==> config.mk <==
export PLATFORM = sky130hd
export DESIGN_NAME = mod_dp
export DESIGN_NICKNAME = d
export VERILOG_FILES = /design/src/rtl/mod_dp.sv
export SDC_FILE = /design/constraint.sdc
export NUM_CORES = 1
export LEC_CHECK = 0
export CORE_AREA = 2 2 131 133
export DETAILED_ROUTE_END_ITERATION = 12
export DIE_AREA = 0 0 133 135
export GPL_TIMING_DRIVEN = 0
export SYNTH_ARGS = -nofsm -noshare
export SYNTH_HDL_FRONTEND = slang
export SYNTH_SLANG_ARGS = --single-unit
==> constraint.sdc <==
create_clock -name clk -period 3.9 [get_ports clk]
set_input_delay 0.39 -clock clk [delete_from_list [all_inputs] [get_ports clk]]
set_output_delay 0.39 -clock clk [all_outputs]
set_load 0.05 [all_outputs]
==> src/rtl/mod_dp.sv <==
// mod_dp: repeated-subtraction modulo datapath (remainder, divisor, flags).
// Optional quotient counter enabled by defining MOD_DP_QUOTIENT_EN.
module mod_dp #(
  parameter int WIDTH = 32
) (
  input  logic             clk,
  input  logic             reset_n,
  input  logic [WIDTH-1:0] A,
  input  logic [WIDTH-1:0] B,
  input  logic             save_A,
  input  logic             subtract,
  output logic             less_than_B,
  output logic [WIDTH-1:0] remainder,
  output logic [WIDTH-1:0] quotient,
  output logic             div_by_zero,
  output logic             sub_err
);

  logic [WIDTH-1:0] temp_q, temp_d;
  logic [WIDTH-1:0] b_q, b_d;
  logic             dz_q, dz_d;
  logic             serr_q, serr_d;
  logic             do_sub;

  // Status comes from registers only; a zero divisor forces loop exit.
  assign less_than_B = (temp_q < b_q) | dz_q;

  // A legal subtract: not loading and the remainder still covers B.
  assign do_sub = ~save_A & subtract & ~less_than_B;

  // Next-state: load beats subtract; misuse only raises the error flag.
  always_comb begin
    temp_d = temp_q;
    b_d    = b_q;
    dz_d   = dz_q;
    serr_d = serr_q;
    if (save_A) begin
      temp_d = A;
      b_d    = B;
      dz_d   = (B == '0);
      serr_d = 1'b0;
    end else if (subtract && less_than_B) begin
      serr_d = 1'b1;
    end else if (do_sub) begin
      temp_d = temp_q - b_q;
    end
  end

  // State registers, cleared asynchronously.
  always_ff @(posedge clk or negedge reset_n) begin
    if (!reset_n) begin
      temp_q <= '0;
      b_q    <= '0;
      dz_q   <= 1'b0;
      serr_q <= 1'b0;
    end else begin
      temp_q <= temp_d;
      b_q    <= b_d;
      dz_q   <= dz_d;
      serr_q <= serr_d;
    end
  end

`ifdef MOD_DP_QUOTIENT_EN
  logic [WIDTH-1:0] quot_q, quot_d;

  // Quotient clears on load and counts each legal subtraction.
  always_comb begin
    quot_d = quot_q;
    if (save_A)
      quot_d = '0;
    else if (do_sub)
      quot_d = quot_q + 1'b1;
  end

  // Quotient register.
  always_ff @(posedge clk or negedge reset_n) begin
    if (!reset_n)
      quot_q <= '0;
    else
      quot_q <= quot_d;
  end

  assign quotient = quot_q;
`else
  assign quotient = '0;
`endif

  assign remainder   = temp_q;
  assign div_by_zero = dz_q;
  assign sub_err     = serr_q;

endmodule

==> results.txt <==
HPWL reported at the end of detailed placement = 11800 µm
Setup Viol. Count Final = 0
latest clock arrival within the worst-skew pair = 0.35 ns
slew of the pin with the lowest slew margin = 0.877 ns
Post-Route Setup TNS = 0 ns
slew margin rel. = 40.8%
antenna violations before repair = 0
remaining global-route overflow = 0
wire length of the first global-routing pass = 24200 µm
Remaining DRCs = 0
area overhead of the layout relative to synthesis = 34.7%
deepest clock path buffer count = 2
Slew Viols, Final = 0
horizontal extent of the die = 133 µm
total met3 wirelength after detailed routing = 911 µm
average cell area after synthesis = 8.47 µm²
total area of multi-input combinational cells = 2860 µm²
diodes inserted = 0
CP Data Arrival Time = 3.25 ns
Worst Skew = 0.00947 ns
start point of the critical path = remainder[0]$_DFFE_PN0P_
maximum fanout along the worst path = 4
worst supply voltage drop on vdd = 0.289 mV
largest net degree at the start of global routing = 67
layout cell share with drive strength beyond 1 = 9.77%
number of CTS-inserted buffers = 9
Critical Path Max Stage Delay = 0.41 ns
final period utilization = 93.3%
RSZ-0062 raised after global routing = false
critical path class = reg -> out
synth warn = 0
largest family of logic cells by synthesized area = compound AO/OA/AOI/OAI gates
worst reg2reg setup slack = 0.66 ns
die footprint = 18000 µm²
core footprint = 16400 µm²
Startpoint Class = flip-flop
area share of and/or/nand/nor cells after synthesis = 15.6%
routed length on met1 = 7220 µm
leakage power of the design = 2.98 nW
hold buffer count at CTS = 0
capturing element type of the critical path = primary output
path type of the worst min-delay path = in -> async
number of setup buffers added after CTS = 0
Worst Reg-to-Reg Cells = 9
xor and xnor area share after synthesis = 3.57%
number of DRC markers after the initial detailed-route iteration = 297
all-layer global routing usage = 17.6%
Highest Clock Rate = 275 MHz
post-synthesis sequential area ratio = 33.7%
final layout net count = 823
total power divided by cell area = 540 nW/µm²
adder-cell area share of the yosys netlist = 8.58%
Netlist Area Pre-Place = 4900 µm²
portion of netlist area occupied by mux cells = 4.59%
DR vias/cell = 4.85
post-synth cell types = 60
Mapped Cells = 579
number of iterations in the first detailed-routing pass = 5
# fillers = 1655
Total Wirelength = 15500 µm
TritonCTS clock tree = done
input/output buffers = 101
vertical die dimension = 135 µm
leading cell type in the layout, fill and taps excluded = clkdlybuf4s50_1
effective utilization at floorplan = 29.9%
Routed Antenna Nets = 0
chain of cells forming the critical path = inv_1, ha_1, inv_1, fa_1, a211o_1, a211oi_2, or4b_4, a21oi_2, o21ai_2, a211o_1, clkdlybuf4s15_2
fraction of synthesis flops using an asynchronous set or reset pin = 100%
endpoint of the lowest-slack register-to-register path = remainder[29]$_DFFE_PN0P_
flip-flop cell with the highest count after synthesis = dfrtp_1
Max Used Layer = met4
met2 WL post-DR = 7110 µm
Clk Tree Root Cell = clkbuf_16
post-CTS clock slew at the launch and capture registers of the worst setup and hold paths = 0.06 ns
status = completed
worst reg2reg path startpoint = remainder[1]$_DFFE_PN0P_
sequential standard cell area = 1650 µm²
synthesized flop and latch total = 66
site row count = 47
number of flops mapped to enable cells by yosys = 0
total of max-cap violations = 0
cell at the slowest stage of the critical path = fa_1
most frequent cells in the layout = 99 x clkdlybuf4s50_1, 72 x nand2_1, 68 x o21ai_0
Wirelength per Cell = 16.4 µm
complex-gate fraction of the synthesized area = 23.5%
via count of the routed design = 4594
routability congestion estimate = 0.883
WP data required = 3.51 ns
minimum period implied by the final worst setup slack = 3.64 ns
H-tree levels = 3
via count of the first global-routing pass = 4575
final hold slack = 0.156 ns
Final Hold Vio Count = 0
capture point of the worst path = less_than_B
I/O pin total = 135
total number of clock tree sinks = 66
logic make-up (layout without fill, tap and decap cells):
| group | after synthesis | after routing |
|---|---|---|
| other | 1 | 32 |
| XOR/XNOR | 20 | 20 |
| AND/OR/NAND/NOR | 156 | 156 |
| adder cells (fa/ha/maj) | 33 | 33 |
| flip-flops | 66 | 66 |
| multiplexers | 22 | 22 |
| buffers and inverters | 96 | 213 |
| AO/OA/AOI/OAI | 185 | 185 |
worst min-delay path by stage:
stage | endpoint | from | cells after the start | slack, ns
2_1_floorplan | b_q[0]$_DFFE_PN0P_ | reset_n | 0 | 0.09
3_3_place_gp | sub_err$_DFFE_PN0P_ | sub_err$_DFFE_PN0P_ | 2 | 0.49
3_5_place_dp | sub_err$_DFFE_PN0P_ | sub_err$_DFFE_PN0P_ | 2 | 0.50
4_1_cts | b_q[16]$_DFFE_PN0P_ | reset_n | 1 | 0.21
5_1_grt | b_q[17]$_DFFE_PN0P_ | reset_n | 1 | 0.24
6_report | b_q[19]$_DFFE_PN0P_ | reset_n | 1 | 0.16
report_power, final:
part	internal (mW)	switching [mW]
registers	0.790	0.0847
clock network	0.492	0.328
logic	0.729	1.14
total	2.01	1.55
through the flow:
stage	area (µm²)	std cells	utilization, %	worst slack [ns]	total power [mW]
global route	6600	947	40.3	0.102	3.79
floorplan	5020	610	-	0.664	2.21
global placement	6300	931	38.4	0.0309	2.73
finish	6600	947	40.3	0.261	3.56
CTS	6600	947	40.2	0.119	3.57
detailed placement	6300	931	38.4	0.0635	2.74
cell type report:
class                           instances  area share (%)
Multi-Input combinational cell        448            43.3
Sequential cell                        66            25.0
Timing Repair Buffer                  101            15.3
Buffer                                 58            5.55
Tap cell                              220            4.17
Clock buffer                            9            3.41
Inverter                               38            2.16
Clock inverter                          7            1.06
worst max-delay path, delay by kind of cell (launching register included):
| kind | cells | cell delay (ns) |
|---|---|---|
| buffers and inverters | 3 | 0.51 |
| adders and majority gates | 2 | 0.59 |
| and+or+nand+nor | 1 | 0.23 |
| AOI/OAI and AO/OA | 5 | 1.19 |
| DFF | 1 | 0.38 |
registers in the layout, indices dropped and copies added (netlist names):
signal and count:
b_q 32, remainder 32, div_by_zero 1, sub_err 1
cells in the mapped netlist, drive strengths merged (9+ instances only):
cell type	n	area (µm²)
a21o	23	173
a21oi	46	245
buf	39	295
clkbuf	19	71.3
dfrtp	66	1650
ha	32	400
inv	38	143
mux2i	18	180
nand2	72	270
nand3	9	45.0
nor2	16	60.1
nor2b	11	68.8
o21ai	70	354
xnor2	12	105
timing repair:
item | CTS | global route
gates cloned | 0 | 0
hold endpoints to repair | 0 | 0
gates resized for setup | 3 | 1
endpoints found under the setup margin | 1 | 1
per-layer routing:
metal	vias to the layer above	GRT usage [%]
met5	-	0
met4	0	5.02
met3	19	4.50
met2	138	28.2
met1	2148	23.5
li1	2289	-
(Power assumes the default switching activity.)
==> RTL change, RTL diff (config.mk and constraints unchanged) <==
`WIDTH`: 32 -> 36.
--- a/src/rtl/mod_dp.sv
+++ b/src/rtl/mod_dp.sv
@@ -1,7 +1,7 @@
 // mod_dp: repeated-subtraction modulo datapath (remainder, divisor, flags).
 // Optional quotient counter enabled by defining MOD_DP_QUOTIENT_EN.
 module mod_dp #(
-  parameter int WIDTH = 32
+  parameter int WIDTH = 36
 ) (
   input  logic             clk,
   input  logic             reset_n,
Ports: changed (resized A, B, quotient and remainder); port bits go from 135 to 151. The function was not compared with the original's and may differ.
==> RTL change against the original RTL <==
Combinational power is 38% higher. Synthesized cell count rose by 12%. Count of clock-buffer cells in the layout rose by 4. Sequential cell count increased by 8. Synthesized area up 14%. Utilization up 5.1 points. Setup slack better by 0.056 ns. Design area rose by 13%. Register-to-register slack worse by 0.09 ns. Total power is 24% higher. Wire length up 4.2%. Largest power group unchanged.
==> RTL change: results <==
{
  "met3_length_um": 876,
  "p_switching_uw": 1970,
  "p_leak_uw": 0.00353,
  "dp_hpwl_mm": 12.9,
  "timing.clock.skew_ns": 0.00906,
  "path_max_fanout": 8,
  "synthTopCellsByArea": "dfrtp_1 (33%), ha_1 (8.1%), o21ai_0 (6.8%)",
  "max_stage_delay_ns": 0.46,
  "status": "finished, final reports clean",
  "yosys_warnings": 0,
  "met3_usage_pct": 3.15,
  "gp_congestion": 0.870,
  "grtUsageTotal_pct": 18.5,
  "clk_latency_ns": 0.34,
  "synth_cell_type_count": 64,
  "cts_resized": 1,
  "cts_buffers": 9,
  "htreeDepth": 3,
  "use_met2_pct": 30.3,
  "ys_seq_area_share_pct": 33.2,
  "ys_top_cells_by_count": "nand2_1 (84), o21ai_0 (76), dfrtp_1 (74)",
  "fin_nets": 922,
  "top_usage_layer": "met2",
  "fillCellCount": 1618,
  "grtUsageMet1_pct": 24.9,
  "drive_gt1_share_pct": 10.3,
  "place_ws_ns": 0.204,
  "cts_max_path_buffers": 2,
  "cpLargestDelayFamily": "compound AO/OA/AOI/OAI gates",
  "dr_wl_met2_mm": 7.53,
  "slowest_stage": "a2111oi_1",
  "avgViaCountPerCell": 4.84,
  "pwr-share-clk_pct": 18.4,
  "grt_pass1_wl_mm": 26.0,
  "wl_met1_mm": 7.45,
  "port-buffer-count": 114,
  "p_seq_uw": 1020,
  "async_flop_share_pct": 100,
  "max-slew-margin-rel_pct": 54.3,
  "dr.max_layer_used": "met4",
  "firstDrtPassIters": 4,
  "cts-root-buf": "clkbuf_16",
  "hold_buffers": 1,
  "synth_flop_cell": "dfrtp_1",
  "clk_pin_slew_ns": 0.06,
  "wire_per_inst_um": 15.6,
  "dr.first_iter.drc_count": 323,
  "grt_max_degree": 48,
  "ir_drop_v": 0.000298,
  "grt_pass1_vias": 4907
}
## RTL change: cells by family after synthesis
logic type,Yosys count,share of synthesized area (%)
DFF,74,33.2
AOI/OAI and AO/OA,190,21.5
buffers and inverters,117,11.3
other,1,0.0672
adders and majority gates,37,8.43
xor gates and xnor gates,32,5.02
muxes,40,7.46
and+or+nand+nor,156,13.0
## RTL change: area by class of cell
cell class / instances / area [um^2] / share of cell area [%]
multi-input combinational: 491 / 3230 / 43.4
sequential: 74 / 1850 / 24.9
tap: 220 / 275 / 3.70
inverter: 46 / 173 / 2.32
clock buffer: 13 / 240 / 3.23
buffer: 71 / 460 / 6.19
timing repair buffer: 116 / 1170 / 15.7
clock inverter: 3 / 40.0 / 0.538
## RTL change: through the flow
step	TNS, ns	utilization [%]	instances	cell area, um^2	power (uW)
floorplan	0	-	682	5710	2910
global placement	-24.75	43.5	1016	7130	3590
detailed placement	0	43.6	1017	7160	3600
CTS	0	45.4	1034	7440	4430
global route	0	45.4	1034	7440	4720
finish	0	45.4	1034	7440	4410
## RTL change: path summary, 6_finish.rpt
kind | from | end | slack (ns) | cells after the start
worst max register to register | remainder[16]$_DFFE_PN0P_ | remainder[23]$_DFFE_PN0P_ | 0.57 | 11
worst max-delay path | remainder[7]$_DFFE_PN0P_ | less_than_B | 0.32 | 11
min in group clk | b_q[0]$_DFFE_PN0P_ | b_q[0]$_DFFE_PN0P_ | 0.52 | 1
worst min-delay path | reset_n | b_q[18]$_DFFE_PN0P_ | 0.52 | 2
worst min register to register | b_q[0]$_DFFE_PN0P_ | b_q[0]$_DFFE_PN0P_ | 0.52 | 1
max in group asynchronous | reset_n | remainder[16]$_DFFE_PN0P_ | 2.82 | 3
